--- config.mk ---
export PLATFORM = sky130hd
export DESIGN_NAME = mux_sel_sequencer_v
export DESIGN_NICKNAME = d
export VERILOG_FILES = /design/src/rtl/mux_seq_pkg.sv /design/src/rtl/bit_hold_counter_v.sv /design/src/rtl/mux_sel_sequencer_v.sv
export SDC_FILE = /design/constraint.sdc
export NUM_CORES = 1
export LEC_CHECK = 0
export ABC_AREA = 0
export CORE_MARGIN = 5
export CORE_UTILIZATION = 35
export DETAILED_ROUTE_END_ITERATION = 16
export GPL_ROUTABILITY_DRIVEN = 0
export GPL_TIMING_DRIVEN = 0
export PLACE_DENSITY = 0.66
export REMOVE_ABC_BUFFERS = 1
export SYNTH_ARGS = -nofsm -noshare
export SYNTH_HDL_FRONTEND = slang
export SYNTH_SLANG_ARGS = --single-unit
export TNS_END_PERCENT = 5
--- constraint.sdc ---
create_clock -name i_clk -period 2.2 [get_ports i_clk]
set_clock_uncertainty 0.05 [all_clocks]
set_input_delay 0.44 -clock i_clk [delete_from_list [all_inputs] [get_ports i_clk]]
set_output_delay 0.44 -clock i_clk [all_outputs]
set_load 0.01 [all_outputs]
--- src/rtl/mux_seq_pkg.sv ---
// mux_seq_pkg: shared state encoding, sizes and index helpers for the select sequencer
package mux_seq_pkg;
    typedef enum logic {IDLE = 1'b0, RUN = 1'b1} state_t;
    localparam int NUM_IN = 8;
    localparam int SEL_W  = 3;
    function automatic logic [SEL_W-1:0] start_idx(input bit msb_first);
        return msb_first ? 3'd7 : 3'd0;
    endfunction
    function automatic logic [SEL_W-1:0] end_idx(input bit msb_first);
        return msb_first ? 3'd0 : 3'd7;
    endfunction
endpackage

--- src/rtl/bit_hold_counter_v.sv ---
// bit_hold_counter_v: counts clocks per select index and ticks on the last one
module bit_hold_counter_v #(
    parameter int BIT_CYCLES = 1
) (
    input  logic i_clk,
    input  logic i_rst_n,
    input  logic i_clr,
    input  logic i_en,
    output logic o_tick
);
    localparam logic [7:0] LAST = 8'(BIT_CYCLES - 1);
    logic [7:0] r_cnt;
    assign o_tick = i_en && (r_cnt == LAST);
    // hold counter: clear on request, wrap to zero on the tick
    always_ff @(posedge i_clk or negedge i_rst_n) begin
        if (!i_rst_n)
            r_cnt <= 8'd0;
        else if (i_clr || o_tick)
            r_cnt <= 8'd0;
        else if (i_en)
            r_cnt <= r_cnt + 8'd1;
    end
endmodule

--- src/rtl/mux_sel_sequencer_v.sv ---
// mux_sel_sequencer_v: captures a word and walks the 8:1 mux select across it
module mux_sel_sequencer_v
    import mux_seq_pkg::*;
#(
    parameter int BIT_CYCLES = 1,
    parameter bit MSB_FIRST  = 1'b0
) (
    input  logic              i_clk,
    input  logic              i_rst_n,
    input  logic              i_start_valid,
    output logic              o_start_ready,
    input  logic [NUM_IN-1:0] i_word,
    input  logic              i_abort,
    output logic [NUM_IN-1:0] o_code,
    output logic [SEL_W-1:0]  o_sel_code,
    output logic              o_en,
    output logic              o_first,
    output logic              o_last,
    output logic              o_done,
    output logic              o_busy
);
    localparam logic [SEL_W-1:0] SEL_START = start_idx(MSB_FIRST);
    localparam logic [SEL_W-1:0] SEL_END   = end_idx(MSB_FIRST);
    state_t              r_state, w_state_nxt;
    logic [SEL_W-1:0]    r_sel, w_sel_nxt;
    logic [NUM_IN-1:0]   r_code, w_code_nxt;
    logic                w_run, w_tick, w_done, w_hs;
    assign w_run  = (r_state == RUN);
    assign w_done = w_run && (r_sel == SEL_END) && w_tick;
    // ready in idle or on the final beat so frames can abut; abort and reset veto it
    assign o_start_ready = i_rst_n && !i_abort && (!w_run || w_done);
    assign w_hs          = i_start_valid && o_start_ready;
    bit_hold_counter_v #(.BIT_CYCLES(BIT_CYCLES)) u_hold (
        .i_clk   (i_clk),
        .i_rst_n (i_rst_n),
        .i_clr   (w_hs || i_abort),
        .i_en    (w_run),
        .o_tick  (w_tick)
    );
    // state, index and captured word registers
    always_ff @(posedge i_clk or negedge i_rst_n) begin
        if (!i_rst_n) begin
            r_state <= IDLE;
            r_sel   <= SEL_START;
            r_code  <= '0;
        end else begin
            r_state <= w_state_nxt;
            r_sel   <= w_sel_nxt;
            r_code  <= w_code_nxt;
        end
    end
    // next state: handshake starts a frame, abort or final beat returns to idle
    always_comb begin
        w_state_nxt = r_state;
        w_sel_nxt   = r_sel;
        w_code_nxt  = r_code;
        if (w_hs) begin
            w_state_nxt = RUN;
            w_sel_nxt   = SEL_START;
            w_code_nxt  = i_word;
        end else if (w_run && (i_abort || w_done)) begin
            w_state_nxt = IDLE;
            w_sel_nxt   = SEL_START;
        end else if (w_run && w_tick) begin
            w_sel_nxt   = MSB_FIRST ? r_sel - 3'd1 : r_sel + 3'd1;
        end
    end
    assign o_code     = r_code;
    assign o_sel_code = r_sel;
    assign o_en       = w_run;
    assign o_busy     = w_run;
    assign o_first    = w_run && (r_sel == SEL_START);
    assign o_last     = w_run && (r_sel == SEL_END);
    assign o_done     = w_done;
endmodule

==> impl_metrics.env <==
export IMPL_run_status="complete, no violations"
export IMPL_yosys_cell_count_top_type="dfrtp_1"
export IMPL_drc=0
export IMPL_cts_hold_buf=0
export IMPL_viasPerCell=4.86
export IMPL_synth_top_cell_by_area="dfrtp_1"
export IMPL_grt_pass1_wl_mm=3.86
export IMPL_synthArstFlopShare_pct=100
export IMPL_cp_top_family="flip-flops"
export IMPL_drive_gt1_share_pct=25.4
export IMPL_io_buffers=28
export IMPL_dp_slack_ns=-1.08
export IMPL_ys_types=25
export IMPL_synth_ff_type="dfrtp_1"
export IMPL_die_area_sq_mm=0.00425
export IMPL_antenna_cells=0
export IMPL_critPathBufInv=1
export IMPL_layout_nets=144
export IMPL_cts_root_buf="clkbuf_4"
export IMPL_cp_required_ns=1.71
export IMPL_max_slew_margin_pct=53.8
export IMPL_setup_tns_ns=0
export IMPL_ys_seq_area_share_pct=46.9
export IMPL_finalWirelength_mm=2.19
export IMPL_finalWorstSetupSlack_ns=0.0278
export IMPL_place_area_sq_mm=0.00137
export IMPL_maxCapViolCount=0
export IMPL_max_stage_delay_ns=0.43
export IMPL_die_height_um=65.2
export IMPL_final_util_pct=49.0
export IMPL_cts_buffers=3
export IMPL_power_w=0.000993
export IMPL_grt_start_max_net_pins=24
export IMPL_wl_per_cell_um=13.8
export IMPL_fin_crit_sh_pct=98.7
export IMPL_crit_fanout=5
export IMPL_n_fill_cell=269
export IMPL_rrSetupSlack_ns=0.09
export IMPL_syn_avg_cell_area_sq_um=11.7
export IMPL_rows=20
export IMPL_crit_chain="ha_1, ha_2, a41oi_2, nor3b_2, buf_2"
export IMPL_rsz0062_at_grt="yes"
export IMPL_finalHoldViolations=0
export IMPL_ctsLongestPathBuffers=2
export IMPL_clkTransAtPathRegs_ns=0.12
export IMPL_timing_fmax_ghz=0.460
export IMPL_track_usage_pct=11.4
export IMPL_vdd_drop_max_mv=0.435
export IMPL_postRouteAntennaNets=0
export IMPL_clkSinkCount=20
export IMPL_p_leak_nw=0.645
export IMPL_cts_tree="built"
export IMPL_worst_pin_slew_ns=0.692
export IMPL_dr_total_vias=772
export IMPL_drt_first_pass_iters=4
export IMPL_layout_min_cycle_time_ns=2.17
export IMPL_syn_area_sq_mm=0.00107
export IMPL_initial_utilization_pct=35.8
export IMPL_cts_max_level=1
export IMPL_ios=29
export IMPL_ys_warn_count=0
export IMPL_hpwl_mm=1.60
export IMPL_hold_class="input pin to asynchronous set/reset pin"
export IMPL_power_density_mw_per_mm2=680
export IMPL_gr_total_overflow=0
export IMPL_final_area_sq_mm=0.00146
export IMPL_grt_pass1_vias=861
export IMPL_setup_viol=0
export IMPL_antenna_found_initial=0
export IMPL_synth_area_leaders="dfrtp_1 (47%), mux2_4 (9.9%), ha_1 (5.9%), nor2_1 (5.3%), xnor2_1 (3.3%)"
export IMPL_start_kind="register"
export IMPL_slew_violations=0
export IMPL_yosysTopAreaCellShare_pct=46.9
export IMPL_die_x_um=65.2
export IMPL_area_growth_pct=37.0
export IMPL_ys_top_cells_by_count="dfrtp_1 (20), nor2_1 (15), inv_1 (7), mux2_4 (7), nand2_1 (7)"
export IMPL_worst_path_max_delay_cell="dfrtp_1"
export IMPL_syn_inst=91
export IMPL_drt_iter0_drc=9
export IMPL_synth_edf_count=0
export IMPL_clock_latency_ns=0.30
export IMPL_cp_end_kind="primary output"
export IMPL_ys_seq_elements=20
export IMPL_core_sq_mm=0.00298
export IMPL_critical_path_class="register to primary output"
export IMPL_crit_arrival_ns=1.68
[worst register-to-register path: cells and delay by family, from the launching register on]
family	cells	cell delay, ns
and+or+nand+nor	2	0.91
DFF	1	0.46
AOI/OAI and AO/OA	1	0.22
muxes	1	0.35
[layer usage]
| metal | part of all wire, % | vias up | global-route usage [%] | wire [um] |
|---|---|---|---|---|
| met1 | 45 | 370 | 14.1 | 992 |
| met2 | 49 | 20 | 19.1 | 1070 |
| met5 | 0 | - | 0 | 0 |
| li1 | - | 382 | - | - |
| met3 | 5.9 | 0 | 3.08 | 129 |
| met4 | 0 | 0 | 3.89 | 0 |
[path summary, 6_finish.rpt]
kind                                      start            end  cells after the start
worst max-delay path              o_sel_code[0]  o_start_ready                      5
worst min-delay path                    i_rst_n      o_code[2]                      1
worst max register to register  u_hold.r_cnt[3]      o_code[7]                      4
worst min register to register        o_code[4]      o_code[4]                      1
max in group asynchronous               i_rst_n         o_busy                      1
min in group i_clk                    o_code[4]      o_code[4]                      1
[per-stage QoR]
step | hold slack (ns) | cells
floorplan | 0.0944 | 88
global placement | 0.423 | 149
detailed placement | 0.431 | 149
CTS | 0.167 | 155
global route | 0.175 | 159
finish | 0.140 | 159
[cell type report]
cell class / count / area (sq um) / share of cell area (%)
Clock buffer: 4 / 36.3 / 2.49
Multi-Input combinational cell: 61 / 537 / 36.8
Inverter: 7 / 26.3 / 1.80
Sequential cell: 20 / 503 / 34.4
Tap cell: 33 / 41.3 / 2.83
Timing Repair Buffer: 34 / 317 / 21.7
[logic make-up after synthesis]
group	count (synthesis)	share of synthesized area [%]
simple gates	33	17.8
flops	20	46.9
buf+inv	10	4.58
mux	10	12.8
xor+xnor	7	5.75
compound gates	6	6.22
fa+ha+maj	5	5.87
[flip-flops by register name (all words and copies together), names as in the netlist]
name / cells
o_code: 8
u_hold.r_cnt: 8
o_sel_code: 3
o_busy: 1
[power breakdown]
part / switching (W) / internal (W)
sequential: 0.0000483 / 0.000419
clock: 0.000113 / 0.000101
combinational: 0.000116 / 0.000196
[placed cells by master (no fill, tap or decap), drive strengths merged, types with 2 or more instances in the layout]
| master | instances |
|---|---|
| or3b | 2 |
| mux2i | 2 |
| xor2 | 3 |
| clkbuf | 4 |
| clkdlybuf4s50 | 23 |
| nand2 | 7 |
| ha | 5 |
| nor2 | 15 |
| inv | 7 |
| nand4 | 5 |
| buf | 8 |
| a221oi | 2 |
| xnor2 | 4 |
| dfrtp | 20 |
| nor3 | 2 |
| mux2 | 8 |
[repair_timing]
item / 4_1_cts / 5_1_grt
pin swaps: 2 / 4
hold endpoints to repair: 0 / 0
setup endpoints to repair: 25 / 11
buffers inserted: 2 / 4
gates resized for setup: 14 / 7
(Power assumes the default switching activity.)
